===== src/rtl/fifo_uart_tx.sv =====
`default_nettype none
// ============================================================================
// fifo_uart_tx
// Pops 16-bit words from the FIFO read port and sends each word as two UART
// frames, low byte first. One I_CLK cycle is one bit time.
// Rev 1.0
// ============================================================================
module fifo_uart_tx #(
  parameter int WR_DATA_WIDTH = 16
) (
  input  logic                     I_CLK,
  input  logic                     I_RST,
  input  logic                     I_FIFO_EMPTY,
  input  logic [WR_DATA_WIDTH-1:0] I_FIFO_DATA,
  input  logic                     I_PAR_EN,
  input  logic                     I_PAR_TYP,
  output logic                     O_R_INC,
  output logic                     O_TX,
  output logic                     O_BUSY
);

  typedef enum logic [2:0] {
    IDLE   = 3'd0,
    START  = 3'd1,
    DATA   = 3'd2,
    PARITY = 3'd3,
    STOP   = 3'd4
  } state_t;

  state_t                   state_q, state_d;
  logic [WR_DATA_WIDTH-1:0] word_q, word_d;
  logic                     hi_q, hi_d;
  logic [2:0]               cnt_q, cnt_d;
  logic                     par_en_q, par_en_d;
  logic                     par_typ_q, par_typ_d;
  logic                     tx_q, tx_d;
  logic                     busy_q, busy_d;
  logic                     r_inc_q, r_inc_d;
  logic                     capture;
  logic [7:0]               byte_d;

  always_comb begin
    state_d   = state_q;
    word_d    = word_q;
    hi_d      = hi_q;
    cnt_d     = cnt_q;
    par_en_d  = par_en_q;
    par_typ_d = par_typ_q;
    busy_d    = busy_q;
    r_inc_d   = 1'b0;
    capture   = !I_FIFO_EMPTY && ((state_q == IDLE) || ((state_q == STOP) && hi_q));

    case (state_q)
      IDLE: busy_d = 1'b0;
      START: begin
        state_d = DATA;
        cnt_d   = 3'd0;
      end
      DATA: begin
        cnt_d = cnt_q + 3'd1;
        if (cnt_q == 3'd7) begin
          cnt_d   = 3'd0;
          state_d = par_en_q ? PARITY : STOP;
        end
      end
      PARITY: state_d = STOP;
      STOP: begin
        if (!hi_q) begin
          hi_d    = 1'b1;
          state_d = START;
        end else begin
          state_d = IDLE;
          busy_d  = 1'b0;
        end
      end
      default: state_d = IDLE;
    endcase

    // Capture overrides the idle/stop transitions so back-to-back words leave no gap.
    if (capture) begin
      word_d    = I_FIFO_DATA;
      par_en_d  = I_PAR_EN;
      par_typ_d = I_PAR_TYP;
      hi_d      = 1'b0;
      cnt_d     = 3'd0;
      r_inc_d   = 1'b1;
      busy_d    = 1'b1;
      state_d   = START;
    end

    // The line is registered, so it is driven from the state being entered.
    byte_d = hi_d ? word_d[15:8] : word_d[7:0];
    case (state_d)
      START:   tx_d = 1'b0;
      DATA:    tx_d = byte_d[cnt_d];
      PARITY:  tx_d = (^byte_d) ^ par_typ_d;
      default: tx_d = 1'b1;
    endcase
  end

  always_ff @(posedge I_CLK or negedge I_RST) begin
    if (!I_RST) begin
      state_q   <= IDLE;
      word_q    <= '0;
      hi_q      <= 1'b0;
      cnt_q     <= 3'd0;
      par_en_q  <= 1'b0;
      par_typ_q <= 1'b0;
      tx_q      <= 1'b1;
      busy_q    <= 1'b0;
      r_inc_q   <= 1'b0;
    end else begin
      state_q   <= state_d;
      word_q    <= word_d;
      hi_q      <= hi_d;
      cnt_q     <= cnt_d;
      par_en_q  <= par_en_d;
      par_typ_q <= par_typ_d;
      tx_q      <= tx_d;
      busy_q    <= busy_d;
      r_inc_q   <= r_inc_d;
    end
  end

  assign O_TX    = tx_q;
  assign O_BUSY  = busy_q;
  assign O_R_INC = r_inc_q;

endmodule
`default_nettype wire


===== config.mk =====
export PLATFORM = sky130hd
export DESIGN_NAME = fifo_uart_tx
export DESIGN_NICKNAME = d
export VERILOG_FILES = /design/src/rtl/fifo_uart_tx.sv
export SDC_FILE = /design/constraint.sdc
export NUM_CORES = 1
export LEC_CHECK = 0
export ABC_CLOCK_PERIOD_IN_PS = 4800
export CAP_MARGIN = 10
export CORE_MARGIN = 1
export CORE_UTILIZATION = 60
export CTS_BUF_LIST = sky130_fd_sc_hd__clkbuf_4
export CTS_CLUSTER_DIAMETER = 100
export DETAILED_ROUTE_END_ITERATION = 8
export MAX_ROUTING_LAYER = met4
export PLACE_DENSITY = 0.87
export SYNTH_ARGS = -nofsm -noshare
export SYNTH_HDL_FRONTEND = slang
export SYNTH_SLANG_ARGS = --single-unit

===== constraint.sdc =====
create_clock -name I_CLK -period 4.8 [get_ports I_CLK]
set_input_delay 0.48 -clock I_CLK [delete_from_list [all_inputs] [get_ports I_CLK]]
set_output_delay 0.48 -clock I_CLK [all_outputs]
set_load 0.02 [all_outputs]

======== Word-level counts from Yosys, hierarchy flattened ========
Cells that the tools add are included.
cells by class
  bitwise logic cells ..................... 1
  reduce and logical (&&, ||, !) cells .... 8
  equality and inequality tests ........... 9
  mux-type cells .......................... 20
  divide/modulo/power cells ............... 0
  multipliers ............................. 0
  magnitude comparators ................... 1
  shift-type cells ........................ 0
  $add $sub $neg .......................... 1
operators with widths
  kind                                                                          count
  16-bit two-way mux                                                            1
  3-bit two-way mux                                                             5
  3-bit one-hot mux with 5 select lines                                         1
  3-bit by 2-bit equality test with 1-bit output, second input constant         4
  1-bit two-way mux                                                             8
  8-bit two-way mux                                                             1
  8-bit XOR reduction                                                           1
  3-bit by 1-bit equality test with 1-bit output, second input constant         2
  3-bit equality test, second input constant                                    2
  3-bit one-hot mux with 2 select lines                                         1
  3-bit by 4-bit less-than comparator with 1-bit output, second input constant  1
  3-bit by 1-bit adder with 3-bit output, second input constant                 1
  1-bit binary-select mux with 3-bit select                                     1
  3-bit zero test                                                               1
  3-bit inequality test, second input constant                                  1
  1-bit one-hot mux with 3 select lines                                         1
  3-bit nonzero test                                                            1
  1-bit logical AND                                                             2
  1-bit one-hot mux with 2 select lines                                         1
  2-bit AND reduction                                                           1
  1-bit zero test                                                               1
  1-bit logical OR                                                              1
  1-bit XOR                                                                     1
storage, ports and cells
  RAM bits ................................ 0
  input port bits ......................... 21
  output and inout port bits .............. 3
  logic and storage cells ................. 49
  latch bits .............................. 0
  memories ................................ 0
  ROM bits ................................ 0
  register bits after elaboration ......... 28

======== Depth between registers and ports, before layout ========
Gate-level depths: netlist of the first run.
  word-level depth ........................ 9
  gate-level depth with buffers ........... 11
  gate-level depth less buffers ........... 9

======== Worst setup path before layout of the first run ========
Ideal clock, no wire load.
  path type ............................... register to register
  from .................................... register state_q[0]
  to ...................................... register tx_q, in the netlist O_TX
  clock period less this slack ............ 2.311 ns
  data arrival time ....................... 2.239 ns
  slack ................................... 2.489 ns
  data required time ...................... 4.728 ns
  cell stages (with the launch flop) ...... 9
  setup time .............................. 0.072 ns
  buffers on the path ..................... 1
  cells stage by stage .................... dfrtp_1 > buf_4 > or2_2 > o21ai_1 > mux2_2 > xnor2_1 > mux2_2 > xnor3_1 > o21ai_1
between the ends
  cells in the longest elaborated chain, start to end .. 9
  elaborated cells on any way between the ends .. 26
  classes of those cells .................. 7 x eq/ne; 13 x mux; 1 x bitwise; 5 x reduce/logical
RTL lines
  item                                                                                     RTL line  RTL
  start, declared                                                                          30        state_t state_q, state_d;
  start signal, assigned                                                                   113       state_q <= state_d;
  3-bit equality test                                                                      51, 53
  1-bit logical AND                                                                        51        capture = !I_FIFO_EMPTY && ((state_q == IDLE) || ((state_q == STOP) && hi_q));
  1-bit logical OR                                                                         51
  1-bit logical AND                                                                        51
  1-bit two-way mux (*)                                                                    80        if (capture) begin
  net hi_d                                                                                 32        logic hi_q, hi_d;
  8-bit two-way mux (*)                                                                    92        byte_d = hi_d ? word_d[15:8] : word_d[7:0];
  1-bit binary-select mux with 3-bit select / 8-bit XOR reduction (equally long branches)  95, 96
  1-bit two-way mux (not written as such) / 1-bit XOR (equally long branches)              95, 96
  1-bit one-hot mux with 3 select lines (*)                                                93        case (state_d)
  net tx_d                                                                                 36        logic tx_q, tx_d;
  end signal, assigned                                                                     119       tx_q <= tx_d;
  end, declared                                                                            36
Mark *: on every way through the listed nets, which the timed path passes. The rest lies on a longest branch. The select of a mux whose other input is x is not followed.
A chain may end at the register's enable or synchronous reset.

======== Final worst setup path of the first run ========
  from .................................... input port I_FIFO_EMPTY
  to ...................................... register tx_q, in the netlist O_TX
between the ends
  cells in the longest elaborated chain, start to end .. 7
  elaborated cells on any way between the ends .. 16
  classes of those cells .................. 3 x eq/ne; 9 x mux; 1 x bitwise; 3 x reduce/logical
RTL lines
  item                                                                                     RTL line  RTL
  start, declared                                                                          13        input logic I_FIFO_EMPTY,
  1-bit zero test (*)                                                                      51
  1-bit logical AND (*)                                                                    51
  16-bit two-way mux / 1-bit two-way mux (equally long branches)                           80
  8-bit two-way mux                                                                        92
  1-bit binary-select mux with 3-bit select / 8-bit XOR reduction (equally long branches)  95, 96
  1-bit two-way mux (not written as such) / 1-bit XOR (equally long branches)              95, 96
  1-bit one-hot mux with 3 select lines (*)                                                93
  net tx_d                                                                                 36
Marks and branches as above.

==> results of run 1 <==
[layout by cell type (no fill, tap or decap), types with 2 or more instances in the layout]
cell type        instances
a211oi_1                 2
a21oi_1                  2
a222oi_1                 3
a22oi_1                  2
and2_1                   3
clkbuf_4                 4
clkdlybuf4s50_1         23
dfrtp_1                 27
ha_1                     3
inv_1                   11
mux2_2                   2
mux2i_1                  3
nand2_1                 45
nand2b_1                 2
nand3_1                  2
nand3b_1                 2
nor2_1                   5
nor2b_1                  2
nor3_1                   2
nor4_1                   2
o2111ai_1                2
o211ai_1                 2
o21ai_0                 15
o21ai_1                  2
o32ai_1                  2
or2_2                    2
or3_1                    2
xnor2_1                  2
xnor3_1                  3
[stage by stage]
stage | setup WS [ns] | util [%] | total power [mW] | hold slack [ns] | area, um^2
3_3_place_gp | 1.28 | 73.9 | 1.12 | 0.463 | 1860
2_1_floorplan | 2.49 | - | 0.996 | 0.184 | 1630
5_1_grt | 1.19 | 75.1 | 1.35 | 0.531 | 1890
4_1_cts | 1.45 | 75.1 | 1.25 | 0.505 | 1890
6_report | 1.43 | 75.1 | 1.25 | 0.497 | 1890
3_5_place_dp | 1.15 | 73.9 | 1.15 | 0.470 | 1860
[worst max-delay path by stage]
stage / startpoint / to
floorplan: state_q[0] / O_TX
detailed placement: I_FIFO_EMPTY / O_TX
global placement: I_FIFO_EMPTY / O_TX
global route: I_FIFO_EMPTY / O_TX
finish: I_FIFO_EMPTY / O_TX
CTS: I_FIFO_EMPTY / O_TX
[power by group]
group / leakage (nW) / internal [mW] / total, mW / switching (mW)
Combinational: 0.528 / 0.366 / 0.705 / 0.339
Clock: 0.0184 / 0.0381 / 0.102 / 0.0635
Sequential: 0.351 / 0.343 / 0.444 / 0.101
[final cells by class]
type | instances | share of cell area [%]
inverters | 11 | 2.18
repair buffers | 24 | 12.5
flip-flops and latches | 28 | 37.1
well taps | 30 | 1.98
clock buffers | 4 | 1.59
multi-input cells | 131 | 44.6
[cells in the mapped netlist, types with 2 or more instances]
| cell type | count | share of area (%) |
|---|---|---|
| o21ai_0 | 15 | 4.6 |
| buf_2 | 3 | 0.92 |
| nor2b_1 | 2 | 0.77 |
| o32ai_1 | 2 | 1.1 |
| a222oi_1 | 3 | 1.8 |
| o211ai_1 | 2 | 0.92 |
| nand3_1 | 2 | 0.61 |
| o2111ai_1 | 2 | 1.1 |
| o21ai_1 | 2 | 0.61 |
| nor3_1 | 2 | 0.61 |
| clkbuf_1 | 6 | 1.4 |
| or2_2 | 2 | 0.77 |
| nand3b_1 | 2 | 0.92 |
| xnor2_1 | 2 | 1.1 |
| a21oi_1 | 2 | 0.61 |
| dfrtp_1 | 27 | 41 |
| mux2i_1 | 3 | 1.8 |
| mux2_2 | 2 | 1.4 |
| ha_1 | 3 | 2.3 |
| a211oi_1 | 2 | 0.92 |
| nand2b_1 | 2 | 0.77 |
| nor2_1 | 5 | 1.1 |
| a22oi_1 | 2 | 0.92 |
| inv_1 | 11 | 2.5 |
| or3_1 | 2 | 0.77 |
| xnor3_1 | 3 | 4.1 |
| nand2_1 | 45 | 10 |
| nor4_1 | 2 | 0.77 |
| and2_1 | 3 | 1.1 |
[logic make-up (layout without fill, tap and decap cells)]
logic type / after synthesis / count (layout)
AOI/OAI and AO/OA: 41 / 41
xor gates and xnor gates: 6 / 6
adders and majority gates: 3 / 3
buffers and inverters: 21 / 39
DFF: 28 / 28
muxes: 5 / 5
and+or+nand+nor: 76 / 76
[registers in the layout, summed over array words and instances (netlist names)]
signal,cells
par_typ_q,1
par_en_q,1
state_q,3
O_R_INC,1
word_q,16
cnt_q,3
O_BUSY,1
O_TX,1
hi_q,1
[critical path, cell delays in order]
cell and delay [ns]:
clkdlybuf4s50_1 0.71, nor3_4 0.11, nand2_1 0.39, inv_1 0.50, a222oi_1 0.59, xnor3_1 0.30
xnor2_1 0.16, xnor3_1 0.23, o21ai_1 0.13
[metal layers]
layer  vias up  global-route usage [%]  part of all wire [%]
met3         2                    3.39                   4.9
met5         -                       -                     0
met1       636                    34.1                    46
li1        663                       -                     -
met2        42                    46.3                    49
met4         0                    3.85                  0.17
==> metrics.md, run 1 <==
| Metric | Value |
|---|---|
| Netlist cell types | `48` |
| Core Rows | `18` |
| Global-route usage over all layers | `26.8%` |
| Global-route wire length before repair | `5.39 mm` |
| GP Congestion | `0.834` |
| Startpoint types | `primary input` |
| Grt ovf | `0` |
| DRC errors left | `0` |
| CTS Buf Count | `3` |
| Die width | `between 50 and 60 um` |
| H-tree depth | `1` |
| Post-Synth Adder-Cell Area | `2.30%` |
| Cells resized by post-CTS repair | `0` |
| Core box area | `2520 um^2` |
| Post-synthesis mux area share | `3.22%` |
| Total number of vias | `approximately 1300` |
| R2R depth | `8` |
| Clock-pin transition on the worst setup and hold timing paths | `0.14 ns` |
| Effective utilization at floorplan | `64.8%` |
| Post-synth EDFFs | `0` |
| Clock sink count | `28` |
| CP Capture Type | `register` |
| Synth Cell Area | `between 1500 and 2000 um^2` |
| I/O Buffers | `23` |
| Hold Fails Final Rpt | `0` |
| Status | `complete, no violations` |
| Reg area | `702 um^2` |
| 1st-pass router iterations | `4` |
| VDD IR max | `0.000448 V` |
| Fillers | `199` |
| Io pins | `24` |
| CTS tree | `yes` |
| Die Y | `54.2 um` |
| Crit path required time | `5.05 ns` |
| Synth Area in XOR/XNOR | `5.74%` |
| Max FO, Critical Path | `30` |
| Gate Count Post-Synth | `180` |
| Skew-Pair Late Insertion Delay | `0.32 ns` |
| Warning count from the yosys run | `0` |
| Initial DRC Count | `43` |
| Share of layout cells above drive strength 1 | `under 10%` |
| Routed WL | `3.44 mm` |
| RSZ-0062 raised after global routing | `no` |
| Post-DRT Antenna Nets | `0` |
| Average size of a mapped cell | `9.08 um^2` |
| Maximum clock rate | `0.297 GHz` |
| Synthesis-to-finish area growth | `15.9%` |
| ANT cells | `0` |
| Max clock buf depth | `2` |
| Reg-to-reg startpoint | `state_q[2]` |
| Final period util | `70.2%` |
| Vias in the first global route | `1190` |
| Register area share after synthesis | `43.0%` |
| Final setup fails | `0` |
| R2R setup slack | `1.53 ns` |
| Slew Viols, Final | `0` |
| Slew @ Worst Pin | `around 0.84 ns` |
| Vias per std cell | `5.89` |
| Clock skew | `between 0.01 and 0.015 ns` |
| Number of setup buffers added after CTS | `0` |
| Multi-input gate area | `between 800 and 900 um^2` |
| Number of max-cap violations | `0` |
| Die area | `2940 um^2` |
| Compound-Gate Fraction of Synth Area | `roughly 18%` |
| Leakage | `0.897 nW` |
| Worst Hold Class | `reg -> reg` |
| Power per cell area | `660 nW/um^2` |
| Setup_tns | `0 ns` |
| Post-DP HPWL | `between 2 and 3 mm` |
| Post-Synth Simple-Gate Area | `22.4%` |
| Tmin final | `3.37 ns` |
| Slew HR | `between 40 and 50%` |
| Critical Path AT | `3.62 ns` |
| Largest net degree at the start of global routing | `31` |
| Largest family of logic cells by synthesized area | `simple AND/OR/NAND/NOR gates` |
| Min-Delay Path Depth | `2` |
| Final cell count without fillers | `228` |
| Mapped Nets | `204` |
| WL/cell | `approximately 15 um` |
| Synth Flop Type | `dfrtp_1` |
| Placed cells | `approximately 220` |
| Critical path type | `in -> reg` |
| Hold Path End | `word_q[13]` |
| Root Buffer | `clkbuf_4` |
| Number of synthesized register bits | `28` |
| Post-synth ARST share | `100%` |
| # hold bufs at CTS | `0` |
| Hold path start | `word_q[13]` |
| Initial antenna violation count | `0` |
| FF-to-FF End | `O_TX` |
| Fin nets | `223` |
(Power assumes the default switching activity.)
==> run 2, diff against run 1 <==
ABC_CLOCK_PERIOD_IN_PS = 2900   (was 4800)
CORE_UTILIZATION = 50   (was 60)
PLACE_DENSITY = 0.77   (was 0.87)
clock period = 2.9 ns   (was 4.8 ns; I/O delays follow)
==> metrics.md, run 2 (synthesis gave the netlist of run 1 again) <==
| Metric | Value |
|---|---|
| Status | `complete, no violations` |
| Most common cell after layout, fill and taps aside | `nand2_1` |
| Placed cells | `243` |
| Largest net degree at the start of global routing | `29` |
| Post-DRT Antenna Nets | `0` |
| CTS tree | `yes` |
| Crit path largest cell delay | `0.62 ns` |
| Routed wl met2 | `1.78 mm` |
| Regs by FF count | `word_q (16), cnt_q (3), state_q (3)` |
| Cells resized by post-CTS repair | `0` |
| Die area | `3500 um^2` |
| Number of flip-flops in the largest register | `16` |
| Worst Hold Class | `in -> async` |
| Critical path type | `reg -> reg` |
| Met1 wire length | `around 1.6 mm` |
| # hold bufs at CTS | `0` |
| Global-route usage over all layers | `23.3%` |
| Die width | `slightly below 60 um` |
| R2R depth | `7` |
| Final cell count without fillers | `247` |
| Reg-to-reg startpoint | `state_q[2]` |
| Tmin final | `2.62 ns` |
| Max stage delay cell, worst path | `dfrtp_1` |
| Leakage | `0.932 nW` |
| Share of layout cells above drive strength 1 | `9.85%` |
| Hold Fails Final Rpt | `0` |
| H-tree depth | `1` |
| ANT cells | `0` |
| Power per cell area | `1120 nW/um^2` |
| Slew Viols, Final | `0` |
| Number of max-cap violations | `0` |
| Slew HR | `46.5%` |
| Fin nets | `~230` |
| Core box area | `3080 um^2` |
| Number of setup buffers added after CTS | `0` |
| CP Capture Type | `register` |
| Clock skew | `0.0135 ns` |
| Final period util | `90.2%` |
| CTS Buf Count | `3` |
| Commonest non-fill, non-tap cells in the layout | `45 x nand2_1, 27 x dfrtp_1, 23 x clkdlybuf4s50_1, 15 x o21ai_0, 11 x inv_1` |
| Post-DP HPWL | `between 2 and 3 mm` |
| Synthesis-to-finish area growth | `20.7%` |
| Global-route wire length before repair | `slightly below 6 mm` |
| GP Congestion | `0.842` |
| Die Y | `59.2 um` |
| Io pins | `24` |
| Startpoint types | `register` |
| Routed WL | `3.60 mm` |
| Max FO, Critical Path | `15` |
| I/O Buffers | `23` |
| Worst path cell trace | `nand2b_1, o21ai_1, mux2_2, xnor2_1, mux2_2, xnor3_1, o21ai_1` |
| Slew @ Worst Pin | `~0.79 ns` |
| Root Buffer | `clkbuf_4` |
| Top reg by flops | `word_q` |
| Clock-pin transition on the worst setup and hold timing paths | `0.16 ns` |
| Hold slack | `0.296 ns` |
| Effective utilization at floorplan | `53.1%` |
| FF-to-FF End | `O_TX` |
| DRC errors left | `0` |
| Setup_tns | `0 ns` |
| Max clock buf depth | `2` |
| Grt ovf | `0` |
| Clock sink count | `28` |
| Met3 wire len | `230 um` |
| Maximum clock rate | `0.382 GHz` |
| Vias in the first global route | `1353` |
| Overall power | `around 2.2 mW` |
| 1st-pass router iterations | `4` |
| Total number of vias | `1374` |
| RSZ-0062 raised after global routing | `no` |
| Initial DRC Count | `88` |
| Skew-Pair Late Insertion Delay | `between 0.3 and 0.4 ns` |
| WL/cell | `between 10 and 15 um` |
| R2R setup slack | `0.28 ns` |
| VDD IR max | `0.000616 V` |
| Top Layer Used | `met4` |
| Initial antenna violation count | `0` |
| Critical Path AT | `2.89 ns` |
| Final setup fails | `0` |
| Vias per std cell | `approximately 5.6` |
| Core Rows | `20` |
| Crit path required time | `3.17 ns` |
==> run 2: area by class of cell <==
class | instances | area [um^2]
fillers | 253 | 1110
multi-input cells | 131 | 846
flip-flops and latches | 28 | 702
repair buffers | 29 | 275
well taps | 44 | 55.1
inverters | 11 | 41.3
clock inverters | 1 | 30.0
clock buffers | 3 | 22.5
==> run 2: worst max-delay path by stage <==
stage                  from  endpoint  slack [ns]  cells after the start
3_5_place_dp   I_FIFO_EMPTY      O_TX        0.09                      8
2_1_floorplan    state_q[0]      O_TX        0.59                      8
5_1_grt          state_q[0]      O_TX        0.11                      8
6_report         state_q[2]      O_TX        0.28                      7
3_3_place_gp   I_FIFO_EMPTY      O_TX        0.17                      8
4_1_cts          state_q[0]      O_TX        0.27                      8
==> run 2: routing by layer <==
metal / track usage (%) / vias up
li1: - / 672
met4: 9.18 / 0
met1: 27.9 / 647
met2: 39.6 / 50
met3: 3.28 / 5
met5: - / -
==> run 2: power breakdown <==
part           switching, mW  total (mW)  internal, mW
sequential             0.140       0.708         0.568
combinational          0.591        1.23         0.640
clock                  0.120       0.260         0.140
total                  0.851        2.20          1.35
==> run 2: through the flow <==
step | util (%) | area (um^2) | worst slack [ns]
after CTS | 64.1 | 1970 | 0.269
after global placement | 62.4 | 1920 | 0.173
after detailed placement | 62.4 | 1920 | 0.0861
after global routing | 64.1 | 1970 | 0.111
final | 64.1 | 1970 | 0.284
after floorplan | - | 1630 | 0.589
==> run 2: critical path: cells and delay by family, from the launching register on <==
family | cells | cell delay (ns)
AO/OA/AOI/OAI | 2 | 0.53
XOR/XNOR | 2 | 0.47
AND/OR/NAND/NOR | 1 | 0.25
flip-flops | 1 | 0.62
multiplexers | 2 | 0.67
==> run 3, diff against run 2 <==
SLEW_MARGIN = 40   (was unset)
==> results of run 3 <==
Final layout, timing and power as in run 2 (identical DEF).
